<file path="src/rtl/mem_port_arbiter.sv">
// Arbitrates one synchronous-read RAM port between instruction fetch and the
// memory stage, routing read data back to whichever requester issued it.
module mem_port_arbiter #(
    parameter int ADDR_W       = 16,
    parameter int DATA_W       = 32,
    parameter int STARVE_LIMIT = 3
) (
    input  logic                clk,
    input  logic                reset_n,
    input  logic                if_req,
    input  logic [ADDR_W-1:0]   if_addr,
    output logic                if_gnt,
    output logic                if_stall,
    output logic                if_rvalid,
    output logic [DATA_W-1:0]   if_rdata,
    input  logic                mem_req,
    input  logic                mem_we,
    input  logic [ADDR_W-1:0]   mem_addr,
    input  logic [DATA_W-1:0]   mem_wdata,
    input  logic [DATA_W/8-1:0] mem_wstrb,
    output logic                mem_gnt,
    output logic                mem_rvalid,
    output logic [DATA_W-1:0]   mem_rdata,
    output logic [ADDR_W-1:0]   ram_addr,
    output logic                ram_we,
    output logic [DATA_W-1:0]   ram_wdata,
    output logic [DATA_W/8-1:0] ram_wstrb,
    input  logic [DATA_W-1:0]   ram_rdata
);

    localparam int STRB_W = DATA_W / 8;
    localparam int CNT_W  = (STARVE_LIMIT > 0) ? $clog2(STARVE_LIMIT + 1) : 1;
    localparam logic [CNT_W-1:0] LIMIT_C = CNT_W'(STARVE_LIMIT);

    typedef enum logic [1:0] {
        R_NONE = 2'd0,
        R_IF   = 2'd1,
        R_MEM  = 2'd2
    } resp_e;

    resp_e            r_state;
    resp_e            w_state_nxt;
    logic [CNT_W-1:0] r_starve_cnt;
    logic [CNT_W-1:0] w_starve_nxt;
    logic             w_override;
    logic             w_if_gnt;
    logic             w_mem_gnt;

    // Grant decision; gated by reset_n so nothing issues while reset is held.
    always_comb begin
        w_override = (STARVE_LIMIT != 0) && (r_starve_cnt == LIMIT_C);
        w_mem_gnt  = reset_n & mem_req & ~(if_req & w_override);
        w_if_gnt   = reset_n & if_req & ~w_mem_gnt;
        mem_gnt    = w_mem_gnt;
        if_gnt     = w_if_gnt;
        if_stall   = if_req & ~w_if_gnt;
    end

    // RAM port mux for the winning requester.
    always_comb begin
        ram_addr  = {ADDR_W{1'b0}};
        ram_we    = 1'b0;
        ram_wdata = {DATA_W{1'b0}};
        ram_wstrb = {STRB_W{1'b0}};
        if (w_mem_gnt) begin
            ram_addr  = mem_addr;
            ram_we    = mem_we;
            ram_wdata = mem_wdata;
            ram_wstrb = mem_we ? mem_wstrb : {STRB_W{1'b0}};
        end else if (w_if_gnt) begin
            ram_addr  = if_addr;
        end else begin
            ram_addr  = {ADDR_W{1'b0}};
        end
    end

    // Saturating count of consecutive cycles fetch asked and was refused.
    always_comb begin
        w_starve_nxt = {CNT_W{1'b0}};
        if (if_req & ~w_if_gnt) begin
            if (r_starve_cnt == LIMIT_C) begin
                w_starve_nxt = r_starve_cnt;
            end else begin
                w_starve_nxt = r_starve_cnt + {{(CNT_W-1){1'b0}}, 1'b1};
            end
        end else begin
            w_starve_nxt = {CNT_W{1'b0}};
        end
    end

    // Starvation counter register.
    always_ff @(posedge clk or negedge reset_n) begin
        if (!reset_n) begin
            r_starve_cnt <= {CNT_W{1'b0}};
        end else begin
            r_starve_cnt <= w_starve_nxt;
        end
    end

    // Response state register: remembers who owns the data arriving this cycle.
    always_ff @(posedge clk or negedge reset_n) begin
        if (!reset_n) begin
            r_state <= R_NONE;
        end else begin
            r_state <= w_state_nxt;
        end
    end

    // Response routing and next state; stores never produce a response.
    always_comb begin
        if_rvalid  = 1'b0;
        if_rdata   = {DATA_W{1'b0}};
        mem_rvalid = 1'b0;
        mem_rdata  = {DATA_W{1'b0}};
        case (r_state)
            R_IF: begin
                if_rvalid  = 1'b1;
                if_rdata   = ram_rdata;
            end
            R_MEM: begin
                mem_rvalid = 1'b1;
                mem_rdata  = ram_rdata;
            end
            R_NONE: begin
                if_rvalid  = 1'b0;
            end
            default: begin
                if_rvalid  = 1'b0;
            end
        endcase
        if (w_if_gnt) begin
            w_state_nxt = R_IF;
        end else if (w_mem_gnt & ~mem_we) begin
            w_state_nxt = R_MEM;
        end else begin
            w_state_nxt = R_NONE;
        end
    end

endmodule

</file>
<file path="config.mk">
export PLATFORM = sky130hd
export DESIGN_NAME = mem_port_arbiter
export DESIGN_NICKNAME = d
export VERILOG_FILES = /design/src/rtl/mem_port_arbiter.sv
export SDC_FILE = /design/constraint.sdc
export NUM_CORES = 1
export LEC_CHECK = 0
export BUFFER_PORTS_ARGS = -buffer_cell sky130_fd_sc_hd__buf_2
export CAP_MARGIN = 5
export CORE_AREA = 2 2 88 90
export CTS_CLUSTER_SIZE = 20
export DETAILED_ROUTE_END_ITERATION = 8
export DIE_AREA = 0 0 90 92
export PLACE_DENSITY = 0.63
export SYNTH_ARGS = -nofsm -noshare
export SYNTH_HDL_FRONTEND = slang
export SYNTH_SLANG_ARGS = --single-unit
</file>
<file path="constraint.sdc">
create_clock -name clk -period 2.05 [get_ports clk]
set_input_delay 0.3075 -clock clk [delete_from_list [all_inputs] [get_ports clk]]
set_output_delay 0.3075 -clock clk [all_outputs]
set_load 0.005 [all_outputs]
</file>
==> metrics.yaml <==
worst_setup_path:
  critPathMaxStageDelay_ns: 0.37
  cp.buffers_inverters: 1
  slowest_stage: "dfrtp_1"
  r2r_setup_slack_ns: 0.75
  worstPathRequired_ns: 1.74
  end_kind: "output port"
  crit_family: "simple AND/OR/NAND/NOR gates"
  ff2ff_path_depth: 3
  crit_arrival_ns: 1.62
  crit_type: "reg -> out"
  path_max_fanout: 20
  regToRegStartpoint: "r_starve_cnt[0]"
  cp-start-kind: "register"
  worst_r2r_endpoint: "r_state[1]"
  path_cells: "ha_2 -> and2_4 -> and4bb_2 -> buf_2"
floorplanning:
  rows: 32
  core_area_mm2: 0.00745
  start_util_pct: 19.3
  dieArea_mm2: 0.00828
  boundaryPins: 227
  die_width_um: 90
  die_h_um: 92
route:
  ant_nets: 0
  drc: 0
  drt_iter0_drc: 29
  dr_total_vias: 2202
  wl_per_cell_um: 12.2
  vias_per_cell: 4.33
  drt_wl_total_um: 6190
  dr.pass1.iters: 4
logic_synthesis:
  avgSynthCellArea_um2: 7.42
  synth-seq-cells: 4
  syn-cell-area_mm2: 0.00144
  synth_common_cells: "64 x and2_1, 33 x nand2_1, 25 x nor3b_1, 10 x o32ai_2"
  synth-edff-count: 0
  yosys.area.top_type_share_pct: 27.8
  ys_top_cells_by_area: "and2_1 28%, nor3b_1 13%, o32ai_2 11%"
  synth_nets: 300
  yosysSeqAreaShare_pct: 6.96
  synth_top_cell_by_area: "and2_1"
  synth_cell_types: 29
  synthCells: 194
  ys_warn_count: 0
  synth_most_common_cell: "and2_1"
  synthArstFlopShare_pct: 100
  synth_flop_cell: "dfrtp_1"
pwr:
  powerDensity_mw_per_mm2: 257
  report.power.total_mw: 0.688
  peakVddDrop_mv: 0.325
  p_leak_nw: 1.60
timing:
  fin_worst_skew_ns: 0.00262
  rsz0062_at_grt: "no"
  worst_slew_pin_slew_ns: 0.427
  fin_crit_ns: 1.93
  fin_crit_sh_pct: 94.2
  hold_viol_final: 0
  fmax_ghz: 0.518
  setup_viol: 0
  relSlewSlack_pct: 71.6
  slew_violations: 0
  setup_slack_ns: 0.118
place:
  place_hpwl_um: 4990
  dp_slack_ns: -0.00414
  place_inst: 504
  gp_congestion: 0.751
  postPlaceCellArea_mm2: 0.00259
  port_buffers: 226
clock_network:
  cts_tree: "done"
  cts.sinks: 4
  clk_pin_slew_ns: 0.03
  clk_root_buffer_cell: "clkbuf_8"
  numCtsBuffers: 3
  cts_hold_repair.buffers: 0
  htree_levels: 1
  ctsLongestPathBuffers: 2
  clk_latency_ns: 0.22
finish:
  fin_area_mm2: 0.00268
  final_nets: 515
  post_layout_nonfiller_instances: 509
  antenna_cells: 0
  drive_gt1_share_pct: 63.9
  area_growth_pct: 85.9
global_routing:
  grt_pass1_wl_um: 8970
  grt_max_degree: 40
  track_usage_pct: 12.9
  antenna_found_initial: 1
  overflow: 0
  grt_pass1_vias: 1863
run:
  drv_cap: 0
outcome:
  status: "complete, no violations"
worst_hold_path:
  holdCritPathClass: "in -> async"
[metal layers]
metal / vias to the layer above / track usage (%) / share of wire [%]
li1: 1090 / - / -
met1: 974 / 15.3 / 38
met2: 132 / 23.1 / 51
met3: 4 / 4.60 / 11
met4: 2 / 1.67 / 0.31
met5: - / 0 / 0.18
[through the flow]
step | util, % | hold slack (ns) | TNS (ns)
3_5_place_dp | 34.8 | 0.366 | -0.00496
2_1_floorplan | - | 0.0119 | 0
6_report | 35.9 | 0.130 | 0
5_1_grt | 35.9 | 0.150 | 0
4_1_cts | 35.5 | 0.139 | -0.539
3_3_place_gp | 34.8 | 0.363 | 0
[cell families (layout without fill, tap and decap cells)]
kind of cell,after synthesis,count (layout),synth area share [%]
and+or+nand+nor,144,145,64.2
DFF,4,4,6.96
xor gates and xnor gates,1,1,0.609
muxes,1,1,0.696
buffers and inverters,23,235,9.74
AOI/OAI and AO/OA,20,20,17.0
adders and majority gates,1,1,0.869
[state kept, by name (all words and copies together) (netlist names)]
| signal | flops |
|---|---|
| r_state | 2 |
| r_starve_cnt | 2 |
[final cells by class]
cell class,instances,area (um^2)
tap,102,128
sequential,4,100
multi-input combinational,168,1220
fill,801,4770
timing repair buffer,231,1180
clock buffer,3,41.3
inverter,1,3.75
[worst max path at each step]
stage,from,endpoint,slack [ns],depth (start not counted)
global placement,r_starve_cnt[0],ram_addr[0],0.07,4
global route,r_starve_cnt[0],ram_wstrb[1],0.03,4
detailed placement,r_starve_cnt[0],ram_addr[14],-0.004,4
finish,r_starve_cnt[0],ram_wstrb[2],0.12,4
CTS,r_starve_cnt[0],ram_addr[14],-0.03,4
floorplan,r_starve_cnt[0],ram_wdata[23],0.45,5
[repair_timing]
action | CTS | global route
gates cloned | 1 | 0
resized for setup | 2 | 3
endpoints found under the setup margin | 18 | 37
pin swaps | 1 | 0
buffers inserted | 0 | 1
[power by group]
part / switching, mW / internal [mW] / total [mW]
Sequential: 0.00587 / 0.0880 / 0.0939
Clock: 0.0394 / 0.125 / 0.164
Combinational: 0.200 / 0.230 / 0.430
[cell usage in the layout, fill, tap and decap left out]
| cell type | n |
|---|---|
| buf_2 | 226 |
| and2_1 | 64 |
| nand2_1 | 33 |
| nor3b_1 | 25 |
| o32ai_2 | 10 |
| nor3b_2 | 8 |
| o32ai_1 | 7 |
| buf_4 | 4 |
| dfrtp_1 | 4 |
| clkbuf_8 | 3 |
| nor2b_1 | 2 |
| and2_4 | 2 |
| and4bb_2 | 2 |
| nor4bb_1 | 2 |
| nand2b_1 | 2 |
| nor2_1 | 1 |
| inv_2 | 1 |
| nor2b_4 | 1 |
| a21bo_4 | 1 |
| and3_1 | 1 |
| a21oi_1 | 1 |
| nor3_1 | 1 |
| xor2_1 | 1 |
| mux2i_1 | 1 |
| nand4b_1 | 1 |
| o21ai_0 | 1 |
| ha_2 | 1 |
| buf_12 | 1 |
No activity file was read; power rests on OpenSTA's default activity.
